**config.mk**
```make
export PLATFORM = sky130hd
export DESIGN_NAME = mem_port_ctrl
export DESIGN_NICKNAME = d
export VERILOG_FILES = /design/src/rtl/mem_port_ctrl_pkg.sv /design/src/rtl/mem_port_ctrl_align.sv /design/src/rtl/mem_port_ctrl.sv
export SDC_FILE = /design/constraint.sdc
export NUM_CORES = 1
export LEC_CHECK = 0
export ABC_AREA = 1
export CAP_MARGIN = 0
export CORE_AREA = 3 3 125 127
export CTS_BUF_LIST = sky130_fd_sc_hd__clkbuf_4 sky130_fd_sc_hd__clkbuf_8
export CTS_CLUSTER_SIZE = 10
export DETAILED_ROUTE_END_ITERATION = 8
export DIE_AREA = 0 0 128 130
export PLACE_DENSITY = 0.81
export SYNTH_ARGS = -nofsm -noshare
export SYNTH_HDL_FRONTEND = slang
export SYNTH_HIERARCHICAL = 1
export SYNTH_SLANG_ARGS = --single-unit
```
**constraint.sdc**
```tcl
create_clock -name clk -period 4.65 [get_ports clk]
set_input_delay 0.93 -clock clk [delete_from_list [all_inputs] [get_ports clk]]
set_output_delay 0.93 -clock clk [all_outputs]
set_load 0.05 [all_outputs]
```
**src/rtl/mem_port_ctrl_pkg.sv**
```systemverilog
// Shared types and constants for the unified memory port controller.
package mem_port_ctrl_pkg;

  localparam int unsigned XLEN_DEF  = 32;
  localparam int unsigned CNT_W_DEF = 16;

  // add x0,x0,x0
  localparam logic [31:0] NOP_INSTR = 32'h0000_0033;

  typedef enum logic [1:0] {
    S_DPRI = 2'd0,
    S_FPRI = 2'd1,
    S_HOLD = 2'd2
  } state_t;

  localparam logic [2:0] F3_LB  = 3'b000;
  localparam logic [2:0] F3_LH  = 3'b001;
  localparam logic [2:0] F3_LW  = 3'b010;
  localparam logic [2:0] F3_LBU = 3'b100;
  localparam logic [2:0] F3_LHU = 3'b101;
  localparam logic [2:0] F3_SB  = 3'b000;
  localparam logic [2:0] F3_SH  = 3'b001;
  localparam logic [2:0] F3_SW  = 3'b010;

endpackage

```
**src/rtl/mem_port_ctrl_align.sv**
```systemverilog
// Natural-alignment check for a data access from funct3 and the low address bits.
module align_check
  import mem_port_ctrl_pkg::*;
(
  input  logic [2:0] func3,
  input  logic [1:0] addr_lo,
  output logic       mis
);

  // Store funct3 codes share encodings with the loads, so one decode covers both.
  always_comb begin
    mis = 1'b0;
    case (func3)
      F3_LH, F3_LHU: mis = addr_lo[0];
      F3_LW:         mis = |addr_lo;
      default:       mis = 1'b0;
    endcase
  end

endmodule

```
**src/rtl/mem_port_ctrl.sv**
```systemverilog
// Arbitrates the single memory port between instruction fetch and data access,
// registers fetch/load results, traps misaligned data accesses and counts stalls.
module mem_port_ctrl
  import mem_port_ctrl_pkg::*;
#(
  parameter int unsigned     XLEN  = XLEN_DEF,
  parameter int unsigned     CNT_W = CNT_W_DEF,
  parameter logic [XLEN-1:0] NOP   = XLEN'(NOP_INSTR)
) (
  input  logic             clk,
  input  logic             rst,
  input  logic             if_req,
  input  logic [XLEN-1:0]  if_addr,
  input  logic             dm_read,
  input  logic             dm_write,
  input  logic [2:0]       dm_func3,
  input  logic [XLEN-1:0]  dm_addr,
  input  logic [XLEN-1:0]  dm_wdata,
  input  logic             err_ack,
  output logic             mem_using,
  output logic             mem_read,
  output logic             mem_write,
  output logic [2:0]       mem_func3,
  output logic [XLEN-1:0]  mem_addr,
  output logic [XLEN-1:0]  mem_wdata,
  input  logic [XLEN-1:0]  mem_rdata,
  output logic             if_stall,
  output logic             dm_stall,
  output logic [XLEN-1:0]  instr,
  output logic             instr_valid,
  output logic [XLEN-1:0]  load_data,
  output logic             load_valid,
  output logic             err,
  output logic [XLEN-1:0]  err_addr,
  output logic [CNT_W-1:0] stall_cnt
);

  state_t state, state_cur, state_next;
  logic   dm_req, mis_raw, mis, dgnt, fgnt;

  assign dm_req = dm_read | dm_write;

  align_check u_align (
    .func3   (dm_func3),
    .addr_lo (dm_addr[1:0]),
    .mis     (mis_raw)
  );

  assign mis = dm_req & mis_raw;

  // Combinational paths see the reset state while rst is asserted.
  assign state_cur = rst ? S_DPRI : state;

  // State register
  always_ff @(posedge clk) begin
    if (rst) state <= S_DPRI;
    else     state <= state_next;
  end

  // Next-state logic
  always_comb begin
    state_next = state_cur;
    case (state_cur)
      S_DPRI: begin
        if (mis)                 state_next = S_HOLD;
        else if (dgnt && if_req) state_next = S_FPRI;
      end
      S_FPRI: begin
        if (mis)       state_next = S_HOLD;
        else if (fgnt) state_next = S_DPRI;
      end
      S_HOLD: begin
        if (err_ack) state_next = S_DPRI;
      end
      default: state_next = S_DPRI;
    endcase
  end

  // Grants, port drive and stalls
  always_comb begin
    dgnt      = 1'b0;
    fgnt      = 1'b0;
    mem_using = 1'b0;
    mem_read  = 1'b0;
    mem_write = 1'b0;
    mem_func3 = 3'b000;
    mem_addr  = '0;
    mem_wdata = '0;

    dgnt = dm_req && !mis &&
           ((state_cur == S_DPRI) || ((state_cur == S_FPRI) && !if_req));
    fgnt = if_req && !dgnt && (state_cur != S_HOLD);

    if (dgnt) begin
      mem_using = 1'b1;
      mem_read  = dm_read;
      mem_write = dm_write;
      mem_func3 = dm_func3;
      mem_addr  = dm_addr;
      mem_wdata = dm_wdata;
    end else if (fgnt) begin
      mem_using = 1'b1;
      mem_func3 = F3_LW;
      mem_addr  = if_addr;
    end

    if_stall = if_req & ~fgnt;
    dm_stall = dm_req & ~dgnt;
  end

  // Registered results, trap capture and stall counter
  always_ff @(posedge clk) begin
    if (rst) begin
      instr       <= NOP;
      instr_valid <= 1'b0;
      load_data   <= '0;
      load_valid  <= 1'b0;
      err         <= 1'b0;
      err_addr    <= '0;
      stall_cnt   <= '0;
    end else begin
      instr_valid <= fgnt;
      load_valid  <= dgnt & dm_read;
      if (fgnt)            instr     <= mem_rdata;
      if (dgnt && dm_read) load_data <= mem_rdata;

      if ((state != S_HOLD) && (state_next == S_HOLD)) begin
        err      <= 1'b1;
        err_addr <= dm_addr;
      end else if ((state == S_HOLD) && err_ack) begin
        err <= 1'b0;
      end

      if ((if_stall || dm_stall) && (stall_cnt != {CNT_W{1'b1}}))
        stall_cnt <= stall_cnt + CNT_W'(1);
    end
  end

endmodule
```
==> impl_results.md <==
* Post-detailed-route wirelength per cell at 16.6 µm
* Power density over the cells at 352 nW/µm²
* Most frequently used flop master after synthesis: sky130_fd_sc_hd__dfxtp_1
* Status: complete, no violations
* Clock insertion delay at the later pin of the skew report at 0.44 ns
* Largest stage delay on the critical path at 0.53 ns
* Wire length of the first global-routing pass at 30.3 mm
* Detail Route Antenna Nets at 0
* TritonCTS clock tree: yes
* Count of hold buffers inserted by post-cts repair at 0
* Detailed-router iteration count before antenna repair at 5
* Final setup violating endpoints at 0
* # clock sinks at 117
* Overall global routing resource usage at 0.234
* Number of fill cells at 1212
* Crit. path cell count at 11
* CP arrival at 2.91 ns
* Number of placed I/O pins at 324
* Cell Area, Synth at 5270 µm²
* Total Routed Length at 20.7 mm
* Port Buf Inserts at 323
* Tcrit/Tclk final at 0.825
* Drt initial violations at 416
* Placer's final routability congestion estimate at 0.871
* Initial antenna violation count at 1
* Via density at 4.81
* Setup fix buffers added after clock tree synthesis at 0
* Final-report max-slew violation count at 0
* Timing-limited maximum frequency at 261 MHz
* Initial core utilization at 0.363
* Buffering stage count on the worst path with inverters included at 5
* Number of stages on the worst hold path at 2
* Via count of the first global-routing pass at 5371
* Synthesis-stage register bit count at 117
* Final HPWL DP at 15.5 mm
* Number of levels the H-tree was split into at 4
* Hold violation total from the final report at 0
* Type of the worst setup path: input port to primary output
* Sequential element share of the synthesized area at 0.444
* Core box area at 14500 µm²
* Post-route clock skew at 0.0114 ns
* Clock period minus worst slack at 3.84 ns
* Top cell by count, worst path: sky130_fd_sc_hd__nand2_1
* Die Width at 128 µm
* Maximum vdd ir drop at 0.347 mV
* Synth Warn # at 6
* Leakage power summed over all cells at 0.00381 µW
* Number of gates resized after cts at 0
* Unrepaired setup endpoints after global routing: no
* Cell at the root of the clock tree: sky130_fd_sc_hd__clkbuf_8
* Cell variety after synth at 30
* Slew @ Worst Pin at 0.635 ns
* Detailed-route via count at 5977
* Total die area at 16600 µm²
* Chip height at 130 µm
* DRC at 0
* Top Family by Delay on Critical Path: buffers and inverters
* Critical path peak fanout at 34
* Layout-stage area growth over the synthesis result at 76.1%
* Synthesized instance count at 739
* Worst-case clock buffer depth at 2
* Max_slew headroom at 0.577
* Net count after synthesis at 877
* Register clock-pin slew on the reported worst setup and hold paths at 0.07 ns
* Max-cap viol count at 0
* Worst Setup End Kind: primary output
* Clock buffers created by TritonCTS at 17
* Share of synthesized flip-flops with an asynchronous set or reset at 0
* Grt total ovfl at 0
* Setup total negative slack at 0 ns
* Site Rows at 44
* Post-synthesis area per instance at 7.13 µm²
* Fin area at 9280 µm²
* Kind of start point of the critical path: input port
* Pin count of the biggest net entering global routing at 65
* Total cell area at the placement stage at 8860 µm²
* FF-to-FF path depth at 9
* Crit path required time at 3.72 ns
* Series of cell instances along the critical path: clkdlybuf4s50_1 -> inv_1 -> nand3_1 -> nand2_1 -> nor2_1 -> nand2_2 -> inv_4 -> buf_4 -> nand2_1 -> nand2_1 -> buf_12
* Layout cells sized above 1 at 0.133
* Standard cell with the maximum stage delay on the critical path: sky130_fd_sc_hd__clkdlybuf4s50_1
* Number of nets in the layout at 1183
* Number of flops mapped to enable cells by yosys at 0
* Hold crit path type: flop to flop
metrics by stage:
stage          instances  hold slack [ns]  setup WS, ns   util  total power, µW
3_3_place_gp        1210            0.431         0.786  0.610             2310
2_1_floorplan        739            0.527          1.32      -             1800
6_report            1243            0.444         0.812  0.639             3270
4_1_cts             1242            0.448         0.766  0.638             3300
5_1_grt             1243            0.463         0.657  0.639             3400
3_5_place_dp        1210            0.436         0.784  0.610             2320
cell usage in the layout, fill, tap and decap left out, types with 2 or more instances in the layout:
| cell | count |
|---|---|
| sky130_fd_sc_hd__nor2_1 | 110 |
| sky130_fd_sc_hd__a22o_1 | 32 |
| sky130_fd_sc_hd__a21oi_1 | 70 |
| sky130_fd_sc_hd__o211ai_1 | 2 |
| sky130_fd_sc_hd__o21ai_0 | 39 |
| sky130_fd_sc_hd__inv_1 | 89 |
| sky130_fd_sc_hd__dfxtp_1 | 117 |
| sky130_fd_sc_hd__a21oi_2 | 10 |
| sky130_fd_sc_hd__buf_4 | 46 |
| sky130_fd_sc_hd__bufinv_16 | 2 |
| sky130_fd_sc_hd__nor2_2 | 3 |
| sky130_fd_sc_hd__nand2_1 | 134 |
| sky130_fd_sc_hd__clkbuf_8 | 20 |
| sky130_fd_sc_hd__xnor2_1 | 3 |
| sky130_fd_sc_hd__clkinv_4 | 4 |
| sky130_fd_sc_hd__nand2_2 | 4 |
| sky130_fd_sc_hd__inv_6 | 2 |
| sky130_fd_sc_hd__nand4_1 | 6 |
| sky130_fd_sc_hd__buf_12 | 36 |
| sky130_fd_sc_hd__inv_2 | 4 |
| sky130_fd_sc_hd__nand3_1 | 33 |
| sky130_fd_sc_hd__xor2_1 | 3 |
| sky130_fd_sc_hd__clkdlybuf4s50_1 | 251 |
| sky130_fd_sc_hd__o21ai_1 | 24 |
| sky130_fd_sc_hd__nor2_4 | 2 |
| sky130_fd_sc_hd__clkinvlp_4 | 2 |
power by group:
group | internal (µW) | switching (µW)
clock network | 528 | 450
logic | 455 | 733
registers | 1070 | 36.5
total | 2050 | 1220
state kept, by name, indices dropped and copies added (netlist names):
name and flops:
instr 32, err 1, err_addr 32, state 2, load_valid 1, instr_valid 1, stall_cnt 16, load_data 32
per-layer routing:
layer  routed length [µm]  vias to the layer above  GRT usage
met5                    0                        -          0
met3                 1560                       36     0.0733
met4                  591                        0     0.0949
met1                 8370                     2715      0.276
met2                10100                      243      0.395
li1                     -                     2983          -
cell type report:
| class | count | area (µm²) | area share |
|---|---|---|---|
| timing repair buffer | 334 | 3580 | 0.386 |
| sequential | 117 | 2340 | 0.252 |
| multi-input combinational | 481 | 2350 | 0.253 |
| clock inverter | 12 | 144 | 0.0155 |
| antenna | 1 | 2.50 | 0.000270 |
| tap | 184 | 230 | 0.0248 |
| clock buffer | 20 | 275 | 0.0297 |
| inverter | 94 | 355 | 0.0383 |
cell usage after synthesis (2+ instances only):
library cell               count  share of area
sky130_fd_sc_hd__a21oi_1      70          0.066
sky130_fd_sc_hd__a21oi_2      10          0.017
sky130_fd_sc_hd__a22o_1       32          0.053
sky130_fd_sc_hd__buf_1         2         0.0014
sky130_fd_sc_hd__buf_2        13          0.012
sky130_fd_sc_hd__buf_4         8          0.011
sky130_fd_sc_hd__clkbuf_1     23          0.016
sky130_fd_sc_hd__dfxtp_1     117           0.44
sky130_fd_sc_hd__inv_1        89          0.063
sky130_fd_sc_hd__inv_2         4         0.0028
sky130_fd_sc_hd__nand2_1     134          0.095
sky130_fd_sc_hd__nand2_2       4         0.0047
sky130_fd_sc_hd__nand3_1      33          0.031
sky130_fd_sc_hd__nand4_1       6         0.0071
sky130_fd_sc_hd__nor2_1      110          0.078
sky130_fd_sc_hd__nor2_2        4         0.0047
sky130_fd_sc_hd__o211ai_1      2         0.0028
sky130_fd_sc_hd__o21ai_0      39          0.037
sky130_fd_sc_hd__o21ai_1      24          0.023
sky130_fd_sc_hd__xnor2_1       3         0.0050
sky130_fd_sc_hd__xor2_1        3         0.0050
worst paths after layout:
kind | from | endpoint | slack [ns]
hold reg to reg | err_addr[9] | err_addr[9] | 0.44
setup / recovery | dm_func3[1] | mem_func3[1] | 0.81
hold / removal | err_addr[9] | err_addr[9] | 0.44
setup reg to reg | stall_cnt[0] | stall_cnt[13] | 2.51
worst register-to-register path, cell delays in order (launching register included):
cell and delay (ns):
sky130_fd_sc_hd__dfxtp_1 0.46, sky130_fd_sc_hd__ha_1 0.32, sky130_fd_sc_hd__nand2_1 0.12, sky130_fd_sc_hd__nor2_2 0.25, sky130_fd_sc_hd__nand2_2 0.11, sky130_fd_sc_hd__nor2_4 0.11, sky130_fd_sc_hd__nand3_4 0.22, sky130_fd_sc_hd__nand2_4 0.27
sky130_fd_sc_hd__nand2_1 0.09, sky130_fd_sc_hd__a21oi_2 0.13
logic make-up (layout without fill, tap and decap cells):
group	Yosys count	in the layout	synth area share
DFF	117	117	0.444
adders and majority gates	1	1	0.00237
AOI/OAI and AO/OA	178	178	0.200
other	0	1	0
and+or+nand+nor	296	296	0.232
xor gates and xnor gates	6	6	0.00997
buffers and inverters	141	460	0.111
Power figures use the tool's default switching activity.
